File: src/rtl/usb_line_if.sv
// usb_line_if - full-speed USB line interface.
//
// Synchronizes the raw D+/D- pad levels, decodes them into J/K/SE0/SE1 line
// state, drives the pads from the device core's transmit request, and detects
// bus reset (long SE0), suspend (long idle J) and resume (suspend exit).
//
// Ports:
//   clk, rst                     48 MHz clock, synchronous active-high reset
//   i_dp, i_dn                   raw pad levels (asynchronous to clk)
//   o_usb_j_not_k, o_usb_se0     decoded receive line state
//   o_se1                        illegal SE1 (dp=dn=1) currently decoded
//   i_tx_oe, i_tx_j_not_k,
//   i_tx_se0                     transmit request from the device core
//   o_dp, o_dn, o_pad_oe         registered pad drive and output enable
//   o_bus_reset                  level, bus reset in progress
//   o_suspend                    level, bus suspended
//   o_resume                     one-cycle pulse on suspend exit
//
// Configuration macro: USB_LINE_FILTER_EN adds a 3-sample majority glitch
// filter after the synchronizers (decode latency 5 cycles instead of 3).

module usb_line_if #(
    parameter int unsigned RESET_CYCLES   = 120,
    parameter int unsigned SUSPEND_CYCLES = 144000
) (
    input  logic clk,
    input  logic rst,
    input  logic i_dp,
    input  logic i_dn,
    output logic o_usb_j_not_k,
    output logic o_usb_se0,
    input  logic i_tx_oe,
    input  logic i_tx_j_not_k,
    input  logic i_tx_se0,
    output logic o_dp,
    output logic o_dn,
    output logic o_pad_oe,
    output logic o_bus_reset,
    output logic o_suspend,
    output logic o_resume,
    output logic o_se1
);

    localparam int unsigned RST_CNT_W  = $clog2(RESET_CYCLES + 1);
    localparam int unsigned SUSP_CNT_W = $clog2(SUSPEND_CYCLES + 1);
    localparam logic [RST_CNT_W-1:0]  RST_CNT_MAX  = RST_CNT_W'(RESET_CYCLES);
    localparam logic [SUSP_CNT_W-1:0] SUSP_CNT_MAX = SUSP_CNT_W'(SUSPEND_CYCLES);

    // Line pairs are packed as {dp, dn}; idle J is 2'b10.
    localparam logic [1:0] LINE_J = 2'b10;

    logic [1:0] line_sync1_q, line_sync1_d;
    logic [1:0] line_sync2_q, line_sync2_d;
    logic [1:0] line_filt;

`ifdef USB_LINE_FILTER_EN
    // The second synchronizer flop is the newest of the three samples, so the
    // window is {sync2, sh0, sh1}; with the registered vote this adds 2 cycles.
    logic [1:0] filt_sh0_q, filt_sh0_d;
    logic [1:0] filt_sh1_q, filt_sh1_d;
    logic [1:0] filt_maj_q, filt_maj_d;
`endif

    logic                  j_not_k_q, j_not_k_d;
    logic                  se0_q, se0_d;
    logic                  se1_q, se1_d;
    logic                  line_is_j;
    logic [RST_CNT_W-1:0]  rst_cnt_q, rst_cnt_d;
    logic [SUSP_CNT_W-1:0] susp_cnt_q, susp_cnt_d;
    logic                  bus_reset_q, bus_reset_d;
    logic                  suspend_q, suspend_d;
    logic                  resume_q, resume_d;
    logic                  pad_oe_q, pad_oe_d;
    logic                  dp_q, dp_d;
    logic                  dn_q, dn_d;

    always_comb begin
        line_sync1_d = {i_dp, i_dn};
        line_sync2_d = line_sync1_q;

`ifdef USB_LINE_FILTER_EN
        filt_sh0_d = line_sync2_q;
        filt_sh1_d = filt_sh0_q;
        filt_maj_d = (line_sync2_q & filt_sh0_q) | (line_sync2_q & filt_sh1_q) |
                     (filt_sh0_q & filt_sh1_q);
        line_filt  = filt_maj_q;
`else
        line_filt  = line_sync2_q;
`endif

        // Decode; SE1 keeps the last J/K indication.
        j_not_k_d = j_not_k_q;
        se0_d     = 1'b0;
        se1_d     = 1'b0;
        unique case (line_filt)
            2'b10: j_not_k_d = 1'b1;
            2'b01: j_not_k_d = 1'b0;
            2'b00: begin
                j_not_k_d = 1'b0;
                se0_d     = 1'b1;
            end
            default: se1_d = 1'b1;
        endcase

        line_is_j = j_not_k_q & ~se0_q & ~se1_q;

        // Saturating counters; any other decoded state (including SE1) clears.
        if (se0_q) begin
            rst_cnt_d = (rst_cnt_q == RST_CNT_MAX) ? rst_cnt_q : rst_cnt_q + RST_CNT_W'(1);
        end else begin
            rst_cnt_d = '0;
        end

        if (line_is_j && !i_tx_oe) begin
            susp_cnt_d = (susp_cnt_q == SUSP_CNT_MAX) ? susp_cnt_q :
                                                        susp_cnt_q + SUSP_CNT_W'(1);
        end else begin
            susp_cnt_d = '0;
        end

        // Registered from the next counter value, so the flag tracks the counter
        // with no extra cycle of lag in either direction.
        bus_reset_d = (rst_cnt_d == RST_CNT_MAX);
        suspend_d   = (susp_cnt_d == SUSP_CNT_MAX);
        // A suspend exit caused by SE1 alone is not a resume.
        resume_d    = suspend_q & ~suspend_d & ~se1_q;

        pad_oe_d = i_tx_oe;
        dp_d     = i_tx_oe & ~i_tx_se0 & i_tx_j_not_k;
        dn_d     = i_tx_oe & ~i_tx_se0 & ~i_tx_j_not_k;
    end

    always_ff @(posedge clk) begin
        if (rst) begin
            line_sync1_q <= LINE_J;
            line_sync2_q <= LINE_J;
`ifdef USB_LINE_FILTER_EN
            filt_sh0_q   <= LINE_J;
            filt_sh1_q   <= LINE_J;
            filt_maj_q   <= LINE_J;
`endif
            j_not_k_q    <= 1'b1;
            se0_q        <= 1'b0;
            se1_q        <= 1'b0;
            rst_cnt_q    <= '0;
            susp_cnt_q   <= '0;
            bus_reset_q  <= 1'b0;
            suspend_q    <= 1'b0;
            resume_q     <= 1'b0;
            pad_oe_q     <= 1'b0;
            dp_q         <= 1'b0;
            dn_q         <= 1'b0;
        end else begin
            line_sync1_q <= line_sync1_d;
            line_sync2_q <= line_sync2_d;
`ifdef USB_LINE_FILTER_EN
            filt_sh0_q   <= filt_sh0_d;
            filt_sh1_q   <= filt_sh1_d;
            filt_maj_q   <= filt_maj_d;
`endif
            j_not_k_q    <= j_not_k_d;
            se0_q        <= se0_d;
            se1_q        <= se1_d;
            rst_cnt_q    <= rst_cnt_d;
            susp_cnt_q   <= susp_cnt_d;
            bus_reset_q  <= bus_reset_d;
            suspend_q    <= suspend_d;
            resume_q     <= resume_d;
            pad_oe_q     <= pad_oe_d;
            dp_q         <= dp_d;
            dn_q         <= dn_d;
        end
    end

    assign o_usb_j_not_k = j_not_k_q;
    assign o_usb_se0     = se0_q;
    assign o_se1         = se1_q;
    assign o_bus_reset   = bus_reset_q;
    assign o_suspend     = suspend_q;
    assign o_resume      = resume_q;
    assign o_pad_oe      = pad_oe_q;
    assign o_dp          = dp_q;
    assign o_dn          = dn_q;

endmodule

File: config.mk
export PLATFORM = sky130hd
export DESIGN_NAME = usb_line_if
export DESIGN_NICKNAME = d
export VERILOG_FILES = /design/src/rtl/usb_line_if.sv
export SDC_FILE = /design/constraint.sdc
export NUM_CORES = 1
export LEC_CHECK = 0
export CAP_MARGIN = 10
export CELL_PAD_IN_SITES_DETAIL_PLACEMENT = 0
export CELL_PAD_IN_SITES_GLOBAL_PLACEMENT = 1
export CORE_UTILIZATION = 46
export CTS_CLUSTER_DIAMETER = 50
export DETAILED_ROUTE_END_ITERATION = 16
export PLACE_DENSITY_LB_ADDON = 0.12
export SLEW_MARGIN = 15
export SYNTH_ARGS = -nofsm -noshare
export SYNTH_HDL_FRONTEND = slang
export SYNTH_SLANG_ARGS = --single-unit
export TNS_END_PERCENT = 30
File: constraint.sdc
create_clock -name clk -period 3.2 [get_ports clk]
set_input_delay 0.48 -clock clk [delete_from_list [all_inputs] [get_ports clk]]
set_output_delay 0.48 -clock clk [all_outputs]
set_load 0.1 [all_outputs]
# Yosys cells after proc, flatten, opt, wreduce, memory -nomap -nowiden
# Index checks and enable logic that the tools add are counted.
dict set report word_totals {
  reg_bits 38
  in_bits 7
  output_inout_bits 9
  elab_cells 46
}
dict set report op_classes {
  add_sub_neg 2
  eq_ne 6
  muxes 7
  n_bitwise 12
  reduce_logical 6
}
# cell count
set op_table {}
lappend op_table {{18-bit == test, second input constant} 2}
lappend op_table {{18-bit two-way mux} 2}
lappend op_table {{18-bit by 1-bit adder with 18-bit output, second input constant} 1}
lappend op_table {{7-bit == test, second input constant} 2}
lappend op_table {{7-bit two-way mux} 2}
lappend op_table {{7-bit by 1-bit adder with 7-bit output, second input constant} 1}
lappend op_table {{1-bit AND} 7}
lappend op_table {{1-bit inverter} 5}
lappend op_table {{3-bit OR reduction} 1}
lappend op_table {{2-bit by 1-bit == test with 1-bit output, second input constant} 1}
lappend op_table {{2-bit == test, second input constant} 1}
lappend op_table {{2-bit logical NOT} 1}
lappend op_table {{1-bit two-way mux} 2}
lappend op_table {{1-bit case mux with 2 select lines} 1}
lappend op_table {{2-bit nonzero test} 1}
lappend op_table {{2-bit OR reduction} 1}
lappend op_table {{1-bit logical AND} 1}
lappend op_table {{1-bit logical NOT} 1}

# Longest topological paths before layout
dict set report depth {
  word_depth 9
  depth_mapped 8
  ltp_nobuf 8
}

# Least setup slack after synthesis
# Ideal clock, no wire load.
dict set report synth_path {
  kind {register to register}
  startpoint {reg j_not_k_q (netlist: o_usb_j_not_k)}
  endpoint {reg suspend_q (netlist: o_suspend)}
  setup_ps 60
  arrival_time_ps 2276
  required_time_ps 3140
  setup_slack_ps 864
  stages_incl_launch_ff 6
  period_less_slack_ps 2336
  cell_sequence {dfxtp_1 -> nor4b_1 -> nor2b_1 -> nand4b_1 -> nand3b_1 -> and4bb_2}
}
dict set report synth_between {
  elab_chain_cells 5
}
# item line_no
set synth_lines {}
lappend synth_lines {{from (decl)} 64} ;# logic j_not_k_q, j_not_k_d;
lappend synth_lines {{from (signal assigned)} 161} ;# j_not_k_q <= j_not_k_d;
lappend synth_lines {{1-bit AND (2 in a row)} 105} ;# line_is_j = j_not_k_q & ~se0_q & ~se1_q;
lappend synth_lines {{1-bit logical AND} 114} ;# if (line_is_j && !i_tx_oe) begin
lappend synth_lines {{18-bit two-way mux} 114}
lappend synth_lines {{18-bit == test} 124} ;# suspend_d = (susp_cnt_d == SUSP_CNT_MAX);
lappend synth_lines {{to (signal assigned)} 167} ;# suspend_q <= suspend_d;
lappend synth_lines {{to (decl)} 71} ;# logic suspend_q, suspend_d;
# Every way passes these cells.
# A chain may end at the register's enable or synchronous reset.

# Worst setup path after layout
dict set report layout_path {
  startpoint {in i_tx_oe}
  endpoint {reg susp_cnt_q[16]}
}
dict set report layout_between {
  elab_chain_cells 3
}
# item line_no
set layout_lines {}
lappend layout_lines {{from (decl)} 32} ;# input logic i_tx_oe,
lappend layout_lines {{1-bit logical NOT} 114}
lappend layout_lines {{1-bit logical AND} 114}
lappend layout_lines {{18-bit two-way mux} 114}
lappend layout_lines {{to (signal assigned)} 165} ;# susp_cnt_q <= susp_cnt_d;
lappend layout_lines {{to (decl)} 69} ;# logic [SUSP_CNT_W-1:0] susp_cnt_q, susp_cnt_d;
# Every way passes these cells.

==> impl_metrics.env <==
export IMPL_ys_ff_latch=38
export IMPL_numClockSinks=38
export IMPL_die_w_um=64.63
export IMPL_numCtsBuffers=5
export IMPL_cts_tree="built"
export IMPL_end_kind="register"
export IMPL_route_detailed_drc=0
export IMPL_min_period_ns=2.475
export IMPL_antenna_found_initial=0
export IMPL_post_place_cells=266
export IMPL_antenna_cells=0
export IMPL_clockBufferDepth=2
export IMPL_dp_hpwl_um=2572
export IMPL_r2r_end="susp_cnt_q[16]"
export IMPL_wire_per_inst_um=12.66
export IMPL_num_vias=1453
export IMPL_layout_worst_path_cycle_share_pct=77.34
export IMPL_cp_start_kind="primary input"
export IMPL_cap_viol_max_count=0
export IMPL_layout_drive_gt1_share_pct=6.195
export IMPL_clock_latency_ns=0.29
export IMPL_cts_resized=0
export IMPL_reg2reg_depth=3
export IMPL_pre_cts_slack_ns=0.3988
export IMPL_yosys_warnings=0
export IMPL_grt_pass1_vias=1401
export IMPL_p_int_uw=672.5
export IMPL_via_per_inst=5.303
export IMPL_dieArea_um2=4176
export IMPL_ys_types=37
export IMPL_setup_viol=0
export IMPL_rsz0062_at_grt="no"
export IMPL_synth_cells=210
export IMPL_p_seq_share_pct=55.5
export IMPL_status="finished, final reports clean"
export IMPL_finalWeightedCongestion=0.8365
export IMPL_port_buffers=15
export IMPL_grt_use_total_pct=19.03
export IMPL_yosysSeqAreaShare_pct=42.16
export IMPL_clock_power_share_pct=38.2
export IMPL_ant_nets=0
export IMPL_core_um2=3716
export IMPL_swShare_pct=22.71
export IMPL_worstMarginPinSlew_ns=0.9714
export IMPL_wirelength_um=3469
export IMPL_regToRegStartpoint="o_usb_se0"
export IMPL_synth_fp_nets=221
export IMPL_hp_start="line_sync1_q[1]"
export IMPL_ios=16
export IMPL_power_density_nw_per_um2=419.4
export IMPL_arrival_ns=2.68
export IMPL_finalHoldViolCount=0
export IMPL_clock_skew_ns=0.005600
export IMPL_initial_utilization_pct=48.55
export IMPL_cts_root_buf="clkbuf_8"
export IMPL_row_count=22
export IMPL_max_vdd_ir_drop_mv=0.1722
export IMPL_hold_path_depth=1
export IMPL_synth_avg_cell_area_um2=8.592
export IMPL_worstPathRequired_ns=3.40
export IMPL_slew_viol_final=0
export IMPL_hold_path_class="register to register"
export IMPL_first_pass_iters=4
export IMPL_cts_hold_fix_buffers=0
export IMPL_die_h_um=64.63
export IMPL_p_comb_share_pct=6.3
export IMPL_grt_pass1_wl_um=6127
export IMPL_mappedNetlistArea_um2=1804
export IMPL_post_cts_buffers=0
export IMPL_drtIter0Drc=76
export IMPL_htree_levels=2
export IMPL_r2r_slack_ns=0.94
export IMPL_overflow=0
export IMPL_path_max_fanout=18
export IMPL_clk_pin_slew_worst_paths_ns=0.07
export IMPL_finalNonFillerCells=274
export IMPL_finalWorstSetupSlack_ns=0.7252
export IMPL_grt_max_degree=19
export IMPL_leakage_uw=0.0006987
export IMPL_fin_nets=236
export IMPL_power_switching_uw=197.6
export IMPL_area_growth_pct=14.98
export IMPL_whs_endpoint="line_filt[1]"
export IMPL_final_setup_tns_ns=0
export IMPL_critPathKind="primary input to register"
export IMPL_slew_headroom_pct=34.33
export IMPL_max_freq_mhz=404.1
-- final cells by class --
| type | count | area, um2 |
|---|---|---|
| well taps | 48 | 60.06 |
| flip-flops and latches | 38 | 760.7 |
| clock inverters | 1 | 5.005 |
| clock buffers | 7 | 86.33 |
| fillers | 348 | 1642 |
| repair buffers | 15 | 147.6 |
| multi-input cells | 156 | 980.9 |
| inverters | 9 | 33.78 |
-- routing by layer --
metal / share of wire (%) / GRT usage [%] / up-vias / routed length (um)
met1: 47 / 22.62 / 668 / 1644
met2: 47 / 32.11 / 32 / 1629
met5: 0 / 0 / - / 0
li1: - / - / 747 / -
met4: 1.5 / 7.222 / 0 / 51
met3: 4.2 / 5.634 / 6 / 144
-- logic make-up after synthesis --
| kind of cell | count (synthesis) | share of synthesized area [%] |
|---|---|---|
| mux | 3 | 1.664 |
| xor+xnor | 26 | 12.62 |
| simple gates | 102 | 30.17 |
| buf+inv | 16 | 3.467 |
| compound gates | 20 | 6.588 |
| flops | 38 | 42.16 |
| fa+ha+maj | 5 | 3.329 |
-- how the worst max path moves through the flow --
| stage | startpoint | slack (ns) | depth (start not counted) | endpoint |
|---|---|---|---|---|
| 2_1_floorplan | o_usb_j_not_k | 0.86 | 5 | o_suspend |
| 3_3_place_gp | i_tx_oe | 0.64 | 4 | susp_cnt_q[16] |
| 3_5_place_dp | i_tx_oe | 0.40 | 4 | susp_cnt_q[16] |
| 4_1_cts | i_tx_oe | 0.69 | 4 | susp_cnt_q[16] |
| 5_1_grt | i_tx_oe | 0.47 | 4 | susp_cnt_q[2] |
| 6_report | i_tx_oe | 0.73 | 4 | susp_cnt_q[16] |
-- synthesized netlist by cell type --
| cell | number | area [um2] |
|---|---|---|
| xnor2_1 | 16 | 140.1 |
| a21oi_1 | 7 | 35.03 |
| mux2i_1 | 3 | 30.03 |
| nor4b_1 | 2 | 17.52 |
| nand4_1 | 3 | 18.77 |
| and3_1 | 4 | 25.02 |
| nor4_4 | 1 | 21.27 |
| and4bb_2 | 1 | 12.51 |
| and4b_1 | 1 | 10.01 |
| o21ai_0 | 7 | 35.03 |
| and3b_1 | 1 | 8.760 |
| or4_4 | 1 | 11.26 |
| or2_2 | 2 | 12.51 |
| a21o_1 | 1 | 7.510 |
| nand3_1 | 14 | 70.07 |
| nor2b_1 | 7 | 43.79 |
| nor3_1 | 10 | 50.05 |
| maj3_1 | 1 | 10.01 |
| ha_1 | 4 | 50.05 |
| o221a_2 | 1 | 11.26 |
| nor2_1 | 29 | 108.9 |
| nand3b_1 | 2 | 15.01 |
| buf_1 | 1 | 3.750 |
| nor4_1 | 3 | 18.77 |
| a311o_1 | 1 | 10.01 |
| nor3b_1 | 1 | 7.510 |
| xor2_1 | 10 | 87.58 |
| buf_2 | 2 | 10.01 |
| inv_1 | 9 | 33.78 |
| or3_1 | 2 | 12.51 |
| o31ai_1 | 1 | 7.510 |
| nand2b_1 | 3 | 18.77 |
| clkbuf_1 | 4 | 15.01 |
| a31oi_1 | 2 | 12.51 |
| dfxtp_1 | 38 | 760.7 |
| nand4b_1 | 1 | 8.760 |
| nand2_1 | 14 | 52.55 |
-- critical path, cell delays in order --
cell             delay (ns)
clkdlybuf4s50_1        0.41
nor4b_1                0.80
nand2b_1               0.65
nor3_1                 0.33
-- registers in the layout, summed over array words and instances (netlist names) --
signal / count
line_filt: 2
line_sync1_q: 2
o_bus_reset: 1
o_dn: 1
o_dp: 1
o_pad_oe: 1
o_resume: 1
o_se1: 1
o_suspend: 1
o_usb_j_not_k: 1
o_usb_se0: 1
rst_cnt_q: 7
susp_cnt_q: 18
-- cells in the final DEF (no fill, tap or decap), drive strengths merged, types with 2 or more instances in the layout --
cell type,netlist,final
a21oi,7,7
a31oi,2,2
and3,4,4
clkbuf,4,7
clkdlybuf4s50,0,14
dfxtp,38,38
ha,4,4
inv,9,9
mux2i,3,3
nand2,14,14
nand2b,3,3
nand3,14,14
nand3b,2,2
nand4,3,3
nor2,29,29
nor2b,7,7
nor3,10,10
nor4,4,4
nor4b,2,2
o21ai,7,7
or2,2,2
or3,2,2
xnor2,16,16
xor2,10,10
-- per-stage QoR --
step	utilization [%]	cell area [um2]	total power [uW]	hold WS, ns
after floorplan	-	1804	531.4	0.3895
after global placement	53.37	1983	547.6	0.3921
after detailed placement	53.37	1983	549.0	0.4025
after CTS	55.82	2074	878.6	0.4185
after global routing	55.82	2074	908.5	0.4401
final	55.82	2074	870.1	0.4162
-- power groups by stage --
stage,logic (uW),clock network (uW),registers (uW)
final,54.8,332,483
after global routing,59.2,365,484
after CTS,55.2,340,483
after detailed placement,54.9,0,494
after global placement,53.9,0,494
after floorplan,21.2,0,510
Power figures use the tool's default switching activity.
